`src/rtl/cmd_deframer_if.sv`:
```
// Byte-stream input and per-channel command output bundle for cmd_deframer.
interface cmd_deframer_if #(
  parameter int unsigned NBYTES = 4,
  parameter int unsigned NCH    = 4
);
  logic [7:0]          Q;
  logic                nRx;
  logic [8*NBYTES-1:0] cmd_data;
  logic [NCH-1:0]      cmd_valid;
  logic [NCH-1:0]      cmd_ready;
  logic                busy;
  logic                chk_err;
  logic                ch_err;
  logic                tmo_err;
  logic                drop_err;

  // Byte source and command consumer side.
  modport master (
    output Q, nRx, cmd_ready,
    input  cmd_data, cmd_valid, busy, chk_err, ch_err, tmo_err, drop_err
  );

  // Deframer side.
  modport slave (
    input  Q, nRx, cmd_ready,
    output cmd_data, cmd_valid, busy, chk_err, ch_err, tmo_err, drop_err
  );
endinterface

```
`src/rtl/cmd_deframer.sv`:
```
// Command deframer: HEADER, CH, NBYTES payload, XOR checksum -> one-hot
// per-channel command with valid/ready handshake and single-cycle error pulses.
module cmd_deframer #(
  parameter int unsigned NBYTES  = 4,
  parameter int unsigned NCH     = 4,
  parameter logic [7:0]  HEADER  = 8'hF0,
  parameter int unsigned TIMEOUT = 255
) (
  input  logic          clk,
  input  logic          nRst,
  cmd_deframer_if.slave bus
);

  localparam int unsigned PW  = 8 * NBYTES;
  localparam int unsigned CW  = $clog2(NBYTES + 1);
  localparam int unsigned CHW = (NCH > 1) ? $clog2(NCH) : 1;
  localparam int unsigned TW  = 16;

  typedef enum logic [2:0] {
    S_IDLE,
    S_CHAN,
    S_PAYLOAD,
    S_CHECK,
    S_OUT
  } state_e;

  state_e          state_q, state_d;
  logic [CHW-1:0]  ch_q, ch_d;
  logic [CW-1:0]   cnt_q, cnt_d;
  logic [7:0]      xor_q, xor_d;
  logic [PW-1:0]   pay_q, pay_d;
  logic [TW-1:0]   idle_q, idle_d;

  logic [PW-1:0]   data_q, data_d;
  logic [NCH-1:0]  valid_q, valid_d;
  logic            busy_q, busy_d;
  logic            chk_err_q, chk_err_d;
  logic            ch_err_q, ch_err_d;
  logic            tmo_err_q, tmo_err_d;
  logic            drop_err_q, drop_err_d;

  logic            rx_c;
  logic            ch_bad_c;
  logic            chk_ok_c;
  logic            tmo_hit_c;
  logic            in_frame_c;
  logic            last_byte_c;
  logic            ready_sel_c;
  logic [NCH-1:0]  ch_onehot_c;

  assign rx_c        = !bus.nRx;
  assign ch_bad_c    = 32'(bus.Q) >= NCH;
  assign chk_ok_c    = (bus.Q == xor_q);
  assign tmo_hit_c   = (idle_q == TW'(TIMEOUT - 1));
  assign in_frame_c  = (state_q == S_CHAN) || (state_q == S_PAYLOAD) || (state_q == S_CHECK);
  assign last_byte_c = (cnt_q == CW'(NBYTES - 1));
  assign ch_onehot_c = NCH'(1) << ch_q;
  // Only the addressed channel's ready can retire the command.
  assign ready_sel_c = |(bus.cmd_ready & ch_onehot_c);

  // State, datapath and registered outputs; synchronous active-low reset.
  always_ff @(posedge clk) begin
    if (!nRst) begin
      state_q    <= S_IDLE;
      ch_q       <= '0;
      cnt_q      <= '0;
      xor_q      <= '0;
      pay_q      <= '0;
      idle_q     <= '0;
      data_q     <= '0;
      valid_q    <= '0;
      busy_q     <= 1'b0;
      chk_err_q  <= 1'b0;
      ch_err_q   <= 1'b0;
      tmo_err_q  <= 1'b0;
      drop_err_q <= 1'b0;
    end else begin
      state_q    <= state_d;
      ch_q       <= ch_d;
      cnt_q      <= cnt_d;
      xor_q      <= xor_d;
      pay_q      <= pay_d;
      idle_q     <= idle_d;
      data_q     <= data_d;
      valid_q    <= valid_d;
      busy_q     <= busy_d;
      chk_err_q  <= chk_err_d;
      ch_err_q   <= ch_err_d;
      tmo_err_q  <= tmo_err_d;
      drop_err_q <= drop_err_d;
    end
  end

  // Next state and frame datapath; an accepted byte always beats the timeout.
  always_comb begin
    state_d = state_q;
    ch_d    = ch_q;
    cnt_d   = cnt_q;
    xor_d   = xor_q;
    pay_d   = pay_q;
    idle_d  = '0;
    if (in_frame_c && !rx_c) begin
      if (tmo_hit_c) begin
        state_d = S_IDLE;
      end else begin
        idle_d = idle_q + TW'(1);
      end
    end else begin
      case (state_q)
        S_IDLE: begin
          if (rx_c && (bus.Q == HEADER)) begin
            state_d = S_CHAN;
          end
        end
        S_CHAN: begin
          if (ch_bad_c) begin
            state_d = S_IDLE;
          end else begin
            state_d = S_PAYLOAD;
            ch_d    = CHW'(bus.Q);
            cnt_d   = '0;
            xor_d   = bus.Q;
          end
        end
        S_PAYLOAD: begin
          pay_d = (pay_q << 8) | PW'(bus.Q);
          xor_d = xor_q ^ bus.Q;
          if (last_byte_c) begin
            state_d = S_CHECK;
          end else begin
            cnt_d = cnt_q + CW'(1);
          end
        end
        S_CHECK: begin
          state_d = chk_ok_c ? S_OUT : S_IDLE;
        end
        S_OUT: begin
          if (ready_sel_c) begin
            state_d = S_IDLE;
          end
        end
        default: begin
          state_d = S_IDLE;
        end
      endcase
    end
  end

  // Next values of the registered outputs; each error belongs to one state.
  always_comb begin
    data_d     = data_q;
    valid_d    = '0;
    busy_d     = (state_d != S_IDLE);
    chk_err_d  = 1'b0;
    ch_err_d   = 1'b0;
    tmo_err_d  = 1'b0;
    drop_err_d = 1'b0;
    if (state_d == S_OUT) begin
      valid_d = ch_onehot_c;
    end
    if ((state_q == S_CHECK) && rx_c && chk_ok_c) begin
      data_d = pay_q;
    end
    case (state_q)
      S_CHAN:  ch_err_d   = rx_c && ch_bad_c;
      S_CHECK: chk_err_d  = rx_c && !chk_ok_c;
      S_OUT:   drop_err_d = rx_c;
      default: ;
    endcase
    tmo_err_d = in_frame_c && !rx_c && tmo_hit_c;
  end

  assign bus.cmd_data  = data_q;
  assign bus.cmd_valid = valid_q;
  assign bus.busy      = busy_q;
  assign bus.chk_err   = chk_err_q;
  assign bus.ch_err    = ch_err_q;
  assign bus.tmo_err   = tmo_err_q;
  assign bus.drop_err  = drop_err_q;

endmodule
```
`src/flat_wrapper.sv`:
```
// flat-port wrapper written by rule: the top's interface ports become plain ports
module cmd_deframer_flat 
#(
  parameter int unsigned NBYTES  = 4,
  parameter int unsigned NCH     = 4,
  parameter logic [7:0]  HEADER  = 8'hF0,
  parameter int unsigned TIMEOUT = 255
)
  (clk, nRst, bus_Q, bus_nRx, bus_cmd_ready, bus_cmd_data, bus_cmd_valid, bus_busy, bus_chk_err, bus_ch_err, bus_tmo_err, bus_drop_err);
  cmd_deframer_if #(.NBYTES(NBYTES), .NCH(NCH)) bus_i ();
  input  logic clk;
  input  logic nRst;
  input wire logic [$bits(bus_i.Q)-1:0] bus_Q;
  input wire logic [$bits(bus_i.nRx)-1:0] bus_nRx;
  input wire logic [$bits(bus_i.cmd_ready)-1:0] bus_cmd_ready;
  output wire logic [$bits(bus_i.cmd_data)-1:0] bus_cmd_data;
  output wire logic [$bits(bus_i.cmd_valid)-1:0] bus_cmd_valid;
  output wire logic [$bits(bus_i.busy)-1:0] bus_busy;
  output wire logic [$bits(bus_i.chk_err)-1:0] bus_chk_err;
  output wire logic [$bits(bus_i.ch_err)-1:0] bus_ch_err;
  output wire logic [$bits(bus_i.tmo_err)-1:0] bus_tmo_err;
  output wire logic [$bits(bus_i.drop_err)-1:0] bus_drop_err;
  assign bus_i.Q = bus_Q;
  assign bus_i.nRx = bus_nRx;
  assign bus_i.cmd_ready = bus_cmd_ready;
  assign bus_cmd_data = bus_i.cmd_data;
  assign bus_cmd_valid = bus_i.cmd_valid;
  assign bus_busy = bus_i.busy;
  assign bus_chk_err = bus_i.chk_err;
  assign bus_ch_err = bus_i.ch_err;
  assign bus_tmo_err = bus_i.tmo_err;
  assign bus_drop_err = bus_i.drop_err;
  cmd_deframer #(.NBYTES(NBYTES), .NCH(NCH), .HEADER(HEADER), .TIMEOUT(TIMEOUT)) u_core (.clk(clk), .nRst(nRst), .bus(bus_i));
endmodule
```
`config.mk`:
```
export PLATFORM = sky130hd
export DESIGN_NAME = cmd_deframer_flat
export DESIGN_NICKNAME = d
export VERILOG_FILES = /design/src/rtl/cmd_deframer_if.sv /design/src/rtl/cmd_deframer.sv /design/src/flat_wrapper.sv
export SDC_FILE = /design/constraint.sdc
export NUM_CORES = 1
export LEC_CHECK = 0
export CORE_ASPECT_RATIO = 1.25
export CORE_MARGIN = 2
export CORE_UTILIZATION = 38
export CTS_CLUSTER_DIAMETER = 120
export DETAILED_ROUTE_END_ITERATION = 8
export PLACE_DENSITY = 0.59
export SKIP_CTS_REPAIR_TIMING = 1
export SYNTH_ARGS = -nofsm -noshare
export SYNTH_HDL_FRONTEND = slang
export SYNTH_SLANG_ARGS = --single-unit
```
`constraint.sdc`:
```
create_clock -name clk -period 4.45 [get_ports clk]
set_clock_uncertainty 0.15 [all_clocks]
set_input_delay 0.89 -clock clk [delete_from_list [all_inputs] [get_ports clk]]
set_output_delay 0.89 -clock clk [all_outputs]
set_load 0.03 [all_outputs]
```
# Word-level counts from Yosys, hierarchy flattened
# Cells that the tools add are included.
# word_totals
reg_bits	105
inputBits	15
out_inout_bits	41
elab_cells	71
# classes
n_addsub	2
order_cmp	1
n_eq_ne	11
shift	1
n_mux	13
n_bitwise	6
reduce_logical	24
# ops
cell	n
OR 32 x 8 -> 32 bit	1
2-to-1 mux 3 bit	8
adder 16 x 1 -> 16 bit (second input constant)	1
== test 16 x 8 -> 1 bit (second input constant)	1
one-hot mux 8 bit (2 select lines)	1
one-hot mux 3 bit (5 select lines)	1
AND reduction 2 bit	5
== test 3 x 2 -> 1 bit (second input constant)	3
== test 8 bit	1
== test 8 bit (second input constant)	1
>= comparator 8 x 3 -> 1 bit (second input constant)	1
2-to-1 mux 8 bit	1
bitwise XOR 8 bit	1
logical AND 1 bit	7
== test 3 bit (second input constant)	2
one-hot mux 3 bit (2 select lines)	1
AND reduction 3 bit	2
AND 4 bit	1
!= test 2 bit (second input constant)	2
AND reduction 4 bit	1
OR reduction 4 bit	1
<< shifter 1 x 2 -> 4 bit (first input constant)	1
adder 3 x 1 -> 3 bit (second input constant)	1
== test 3 x 1 -> 1 bit (second input constant)	1
8 further kinds	12

# Logic depth before layout (Yosys ltp)
# Gate-level depths: netlist of run 1.
# logic_depth
word_depth	8
mapped_depth	8
depth_no_buf	7

# Least setup slack after synthesis of run 1
# OpenSTA, ideal clock, no wires.
# synth_timing
path_type	input-to-reg
startpoint	input port bus_Q[5]
endpoint	register u_core.data_q[0] (netlist: u_core.bus.cmd_data[0])
setup_time_ns	0.128
arrival_ns	2.142
required_time_ns	4.172
slack_ns	2.030
stages	8
n_path_buf	3
cell_sequence	buf_2 > xnor2_1 > nand4_2 > or3_1 > buf_2 > buf_6 > mux2i_1 > nor2_1
# synth_between
elab_chain_len	2
# synth_lines
element	line	source
start: declaration	flat_wrapper.sv:13	input wire logic [$bits(bus_i.Q)-1:0] bus_Q;
== test 8 bit	cmd_deframer.sv:53	assign chk_ok_c = (bus.Q == xor_q);
logical AND 1 bit	cmd_deframer.sv:161	if ((state_q == S_CHECK) && rx_c && chk_ok_c) begin
end signal: assignment	cmd_deframer.sv:84	data_q <= data_d;
end: declaration	cmd_deframer.sv:34	logic [PW-1:0] data_q, data_d;
# Every way passes these cells.
# A chain may end at the register's enable or synchronous reset.

# Worst setup path in the final report of run 1
# layout_timing
startpoint	input port bus_Q[6]
endpoint	register u_core.data_q[28] (netlist: u_core.bus.cmd_data[28])
# Same word-level chain as after synthesis.

==> metrics.md, run 1 <==
| Metric | Value |
|---|---|
| RePlAce Congestion | between 0.8 and 0.9 |
| Peak supply drop | between 0.15 and 0.2 mV |
| EDFF count, synth | 0 |
| Setup crit end kind | register |
| IO Count | 56 |
| Worst EP arrival | 3.23 ns |
| Crit Reg-Reg Startpoint | u_core.state_q[1]$_SDFF_PN0_ |
| Setup crit end | u_core.bus.cmd_data[28]$_SDFFE_PN0P_ |
| # setup viols final | 0 |
| Internal | between 1 and 1.5 mW |
| Worst R2R End | u_core.bus.cmd_data[28]$_SDFFE_PN0P_ |
| Root Buffer | clkbuf_16 |
| Cells after Synth | 460 |
| Pwr dens | about 350 nW/um^2 |
| Status | finished, final reports clean |
| R2r worst-path depth | 5 |
| Crit-path max cell delay | 0.90 ns |
| DIE AREA | around 12000 um^2 |
| Clock power frac | 44.5% |
| Switching power | ~0.37 mW |
| Synthesis warning total | 0 |
| RSZ-0062 raised after global routing | false |
| Via/cell ratio | roughly 5 |
| Critical path depth | 6 |
| Antenna cells | 0 |
| Synth-to-layout area growth | 21.05% |
| Crit path launch type | primary input |
| Via Count | approximately 3200 |
| Post-Route WL | 8887 um |
| Final non-filler cell area | between 5000 and 6000 um^2 |
| CP Launch Point | bus_Q[6] |
| Worst Path Required | roughly 4.5 ns |
| Syn Area/Cell | 9.085 um^2 |
| Fraction of layout cells with a size suffix above 1 | under 10% |
| Ys async rst share | 0% |
| Post-synth top area share | approximately half |
| Initial antenna violation count | 0 |
| DP Area | 4762 um^2 |
| Overflow after GRT | 0 |
| Iter 0 DRT Violations | about 160 |
| Final worst-path cycle share | a little under three quarters |
| Tmin final | 3.160 ns |
| ANT nets after route | 0 |
| Commonest cells in the netlist | dfxtp_1 (105), nand2_1 (75), nor2_1 (62) |
| CP delay by family, top | simple AND/OR/NAND/NOR gates |
| Crit-path max FO | 31 |
| Seq/Total Area, Yosys | roughly half |
| Critical path's slowest cell | or3_2 |
| Setup TNS | 0 ns |
| CTS HTree Levels | 3 |
| Core area | approximately 11000 um^2 |
| Vias in the first global route | about 3000 |
| Port-buffer cells | 55 |
| Slew at the pin closest to its max-slew limit | 0.9523 ns |
| Flip-flop and latch count after synthesis | 105 |
| Wire length per cell | around 14 um |
| Die height | 121.2 um |
| Count of cell types in the netlist | 43 |
| DP HPWL | roughly 6100 um |
| Nets | between 500 and 600 |
| Worst Path Buf+Inv | 1 |
| TritonCTS clock tree | built |
| Maxcap violations | 0 |
| Rel. slew slack | 36.51% |
| Pleak | 1.906 nW |
| Setup CP Type | primary input to register |
| Register area | 2102 um^2 |
| Top cells by area, synth | dfxtp_1 (50%), mux2i_1 (8.1%), nand2_1 (6.7%) |
| Initial Util | between 30 and 40% |
| Primary FF master, synth | dfxtp_1 |
| Multi-input gate area | ~1900 um^2 |
| Synth area leader | dfxtp_1 |
| Cell Area, Synth | roughly 4200 um^2 |
| Sequential share of power | between 50 and 60% |
| CTS Buffer Depth | 2 |
| GRT Total Usage | 15.60% |
| Clock Latency Late Sink | between 0.3 and 0.4 ns |
| Max-slew violations | 0 |
| Fillcell total | slightly above 1000 |
| Crit path cell chain | clkdlybuf4s50_1 -> xnor2_1 -> nand4_1 -> or3_2 -> mux2i_1 -> nor2_1 |
| Sw Share | approximately a fifth |
| Share of total power in combinational logic | between 2 and 3% |
| Global-route wire length before repair | about 15000 um |
| # rows | 42 |
| Core Util, Final | 47.42% |
| DR pass1 iterations | 4 |
| Total Power | 1.774 mW |
| Clock Sinks | 105 |
| Syn nets | approximately 480 |
| Drt drc | 0 |
| HP Class | register to register |
| Most frequent cell after synthesis | dfxtp_1 |
| Die X | approximately 98 um |
| Largest net degree at the start of global routing | slightly below 80 |
| Peak Freq | 316.5 MHz |
| CTS clk-pin slew, worst paths | 0.07 ns |
| Reg2reg setup slack | around 2.1 ns |
| TritonCTS buffer count | 9 |
| Final hold vios | 0 |
[worst min-delay path, stage by stage, from the launching register on]
cell and delay (ns):
dfxtp_1 0.31, nand2_1 0.05, a21oi_1 0.05
[power groups by stage]
stage                     Combinational [mW]  Clock (mW)  Sequential [mW]
after floorplan                       0.0252           0            0.961
after global placement                0.0449           0            0.961
after detailed placement              0.0454           0            0.961
after CTS                             0.0455       0.811            0.939
after global routing                  0.0492       0.852            0.938
final                                 0.0453       0.790            0.939
[worst min path at each step]
stage / start / end / slack [ns] / cells after the start
final: u_core.pay_q[24]$_SDFFE_PN0P_ / u_core.pay_q[24]$_SDFFE_PN0P_ / 0.31 / 2
after global routing: u_core.pay_q[29]$_SDFFE_PN0P_ / u_core.pay_q[29]$_SDFFE_PN0P_ / 0.32 / 2
after CTS: u_core.pay_q[24]$_SDFFE_PN0P_ / u_core.pay_q[24]$_SDFFE_PN0P_ / 0.31 / 2
after detailed placement: u_core.pay_q[24]$_SDFFE_PN0P_ / u_core.pay_q[24]$_SDFFE_PN0P_ / 0.30 / 2
after global placement: u_core.pay_q[25]$_SDFFE_PN0P_ / u_core.pay_q[25]$_SDFFE_PN0P_ / 0.30 / 2
after floorplan: u_core.cnt_q[0]$_SDFFE_PN0P_ / u_core.cnt_q[0]$_SDFFE_PN0P_ / 0.28 / 1
[cells by family after synthesis]
logic type,Yosys count,synth area share (%)
AOI/OAI and AO/OA,70,9.880
xor gates and xnor gates,22,4.611
adders and majority gates,4,1.198
buffers and inverters,35,4.551
DFF,105,50.30
muxes,35,8.683
and+or+nand+nor,189,20.78
[layer usage]
metal | global-route usage (%) | up-vias | wire, um
met5 | 0 | - | 0
met4 | 6.250 | 0 | 149
met3 | 3.571 | 13 | 337
met2 | 25.91 | 50 | 4375
met1 | 19.64 | 1488 | 4024
li1 | - | 1628 | -
[state kept, by name (all words and copies together), names as in the netlist]
register	cells
u_core.pay_q	32
u_core.bus.cmd_valid	4
u_core.bus.chk_err	1
u_core.bus.cmd_data	32
u_core.xor_q	8
u_core.bus.drop_err	1
u_core.ch_q	2
u_core.bus.tmo_err	1
u_core.bus.busy	1
u_core.state_q	3
u_core.bus.ch_err	1
u_core.idle_q	16
u_core.cnt_q	3
[metrics by stage]
step | setup WS, ns | instances | hold slack [ns]
floorplan | 2.030 | 460 | 0.2783
global placement | 0.9422 | 622 | 0.2950
detailed placement | 0.9246 | 622 | 0.2989
CTS | 1.288 | 638 | 0.3085
global route | 1.106 | 638 | 0.3224
finish | 1.290 | 638 | 0.3059
[area by class of cell]
type | instances | share of cell area, %
sequential | 105 | 41.55
multi-input combinational | 320 | 37.32
timing repair buffer | 58 | 11.33
clock buffer | 11 | 4.798
tap | 132 | 3.265
clock inverter | 5 | 1.064
inverter | 7 | 0.6678
[placed cells by master (no fill, tap or decap), drive strengths merged]
cell	Yosys	routed
nand2	75	75
mux2i	34	34
bufinv	0	1
a21o	1	1
clkbuf	13	11
o2111ai	1	1
dfxtp	105	105
nand4b	3	3
o31ai	2	2
nor4	2	2
or4b	2	2
a211oi	9	9
and2	3	3
xor2	7	7
or3	4	4
nor2b	2	2
a31o	1	1
a21boi	1	1
xnor2	15	15
nor2	62	62
ha	4	4
or4	1	1
mux4	1	1
nand4	5	5
clkdlybuf4s50	0	55
nor3	9	9
inv	7	8
clkinv	0	3
a21oi	41	41
and3	3	3
nand3	16	16
a41o	1	1
o21ai	13	13
buf	15	3
nor3b	2	2
Power figures use the tool's default switching activity.
==> run 2, diff against run 1 <==
--- a/config.mk
+++ b/config.mk
@@ -10,7 +10,7 @@
 export CORE_UTILIZATION = 38
 export CTS_CLUSTER_DIAMETER = 120
 export DETAILED_ROUTE_END_ITERATION = 8
-export PLACE_DENSITY = 0.59
+export PLACE_DENSITY = 0.61
 export SKIP_CTS_REPAIR_TIMING = 1
 export SYNTH_ARGS = -nofsm -noshare
 export SYNTH_HDL_FRONTEND = slang
==> constraint.sdc (replaced) <==
create_clock -name clk -period 2.6 [get_ports clk]
set_clock_uncertainty 0.15 [all_clocks]
set_input_delay 0.52 -clock clk [delete_from_list [all_inputs] [get_ports clk]]
set_output_delay 0.52 -clock clk [all_outputs]
set_load 0.03 [all_outputs]
==> metrics.md, run 2 (same netlist as run 1, synthesis figures left out) <==
| Metric | Value |
|---|---|
| CP delay by family, top | buffers and inverters |
| Max-slew violations | 0 |
| DP Area | approximately 4900 um^2 |
| Vias in the first global route | just over 3000 |
| Peak supply drop | between 0.2 and 0.3 mV |
| Peak Freq | approximately 430 MHz |
| Crit path cell chain | clkdlybuf4s50_1 -> buf_4 -> nor4_4 -> nand4b_1 -> a211oi_2 -> buf_4 -> a21oi_1 -> a211oi_1 |
| Reg2reg setup slack | between 0.4 and 0.5 ns |
| Post-Route WL | 8837 um |
| Worst Path Buf+Inv | 3 |
| Crit-path max FO | 11 |
| Switching power | 0.6025 mW |
| # rows | between 40 and 50 |
| Setup crit end kind | register |
| RePlAce Congestion | 0.7742 |
| Clock power frac | around 44% |
| Largest net degree at the start of global routing | 42 |
| Crit-path max cell delay | 0.46 ns |
| Status | finished, final reports clean |
| Dpl ws | -0.06224 ns |
| Maxcap violations | 0 |
| Fraction of layout cells with a size suffix above 1 | under 10% |
| Final hold vios | 0 |
| Final worst-path cycle share | 88.48% |
| TritonCTS clock tree | built |
| Multi-input gate area | approximately 1900 um^2 |
| HP Class | register to register |
| RSZ-0062 raised after global routing | false |
| Fillcell total | ~1000 |
| DR pass1 iterations | 4 |
| Non-filler instance count after layout | 657 |
| CTS clk-pin slew, worst paths | around 0.06 ns |
| DP HPWL | around 6300 um |
| Worst Path Required | around 2.7 ns |
| Iter 0 DRT Violations | 117 |
| Worst EP arrival | 2.41 ns |
| IO Count | 56 |
| Via/cell ratio | slightly below 5 |
| # setup viols final | 0 |
| GRT Total Usage | around 16% |
| Slew at the pin closest to its max-slew limit | ~0.52 ns |
| Crit path launch type | primary input |
| Root Buffer | clkbuf_16 |
| Crit path top cell by count | buf_4 |
| Most frequent cells in the layout | dfxtp_1 (105), nand2_1 (75), nor2_1 (62), clkdlybuf4s50_1 (55), a21oi_1 (41) |
| Overflow after GRT | 0 |
| Port-buffer cells | 55 |
| Initial antenna violation count | 0 |
| Die height | 121.2 um |
| CTS HTree Levels | 3 |
| Clock Latency Late Sink | 0.34 ns |
| Initial Util | 39.17% |
| Sw Share | between 10% and 20% |
| Core area | between 10000 and 15000 um^2 |
| ANT nets after route | 0 |
| Internal | ~2.4 mW |
| Setup CP Type | primary input to register |
| Sequential share of power | between 50% and 60% |
| Synth-to-layout area growth | 25.24% |
| Core Util, Final | approximately half |
| Via Count | ~3200 |
| Final non-filler cell area | 5234 um^2 |
| Antenna cells | 0 |
| Register area | between 2000 and 2500 um^2 |
| Pleak | 2.010 nW |
| Critical path's slowest cell | clkdlybuf4s50_1 |
| Rel. slew slack | between 60% and 70% |
| Tmin final | ~2.3 ns |
| Pwr dens | 581.4 nW/um^2 |
| Wire length per cell | approximately 13 um |
| Clock Sinks | 105 |
| Total Power | 3.043 mW |
| Share of total power in combinational logic | under 10% |
| Nets | 540 |
| DIE AREA | roughly 12000 um^2 |
| Most common cell after layout, fill and taps aside | dfxtp_1 |
| Global-route wire length before repair | 14790 um |
| Die X | slightly below 100 um |
| Cells after DPL | 642 |
| CTS Buffer Depth | 2 |
| TritonCTS buffer count | 9 |
| PnR worst setup slack | roughly 0.3 ns |
| Drt drc | 0 |
run 2: cell types whose count changed in the layout (fill, tap and decap cells not counted):
cell      previous run  this run
inv_6                1         0
buf_12               0         2
clkbuf_8             1         2
clkinv_2             3         2
buf_4                3        21
run 2: final timing paths:
kind / to / cells past startpoint / start
hold reg to reg: u_core.pay_q[27]$_SDFFE_PN0P_ / 2 / u_core.pay_q[27]$_SDFFE_PN0P_
setup reg to reg: u_core.bus.busy$_SDFF_PN0_ / 7 / u_core.idle_q[0]$_SDFF_PP0_
setup / recovery: u_core.xor_q[0]$_SDFFE_PN0P_ / 8 / bus_Q[5]
hold / removal: u_core.pay_q[27]$_SDFFE_PN0P_ / 2 / u_core.pay_q[27]$_SDFFE_PN0P_
run 2: power by group through the flow:
stage | Combinational (mW) | Clock, mW | Sequential, mW
after floorplan | 0.0431 | 0 | 1.64
after global placement | 0.0929 | 0 | 1.64
after detailed placement | 0.0939 | 0 | 1.64
after CTS | 0.0941 | 1.38 | 1.61
after global routing | 0.101 | 1.44 | 1.61
final | 0.0929 | 1.34 | 1.61
run 2: layout make-up:
class / instances / share of cell area [%]
sequential: 105 / 40.16
multi-input combinational: 320 / 36.07
timing repair buffer: 78 / 14.30
clock buffer: 12 / 4.901
tap: 132 / 3.156
clock inverter: 3 / 0.7650
inverter: 7 / 0.6455
run 2: through the flow:
stage               hold slack [ns]  setup TNS [ns]
finish                       0.3041               0
global route                 0.3212               0
CTS                          0.3045               0
detailed placement           0.2956         -0.2651
global placement             0.2928               0
floorplan                    0.2783               0
run 2: tightest hold or removal path: cells and delay by family (launching register included):
kind	cells	cell delay [ns]
AND/OR/NAND/NOR	1	0.05
AO/OA/AOI/OAI	1	0.05
flip-flops	1	0.31
run 2: metal layers:
metal / wire length (um) / GRT usage (%)
met1: 4004 / 19.46
met2: 4378 / 26.03
met3: 305 / 3.744
met4: 148 / 5.729
met5: 0 / 0
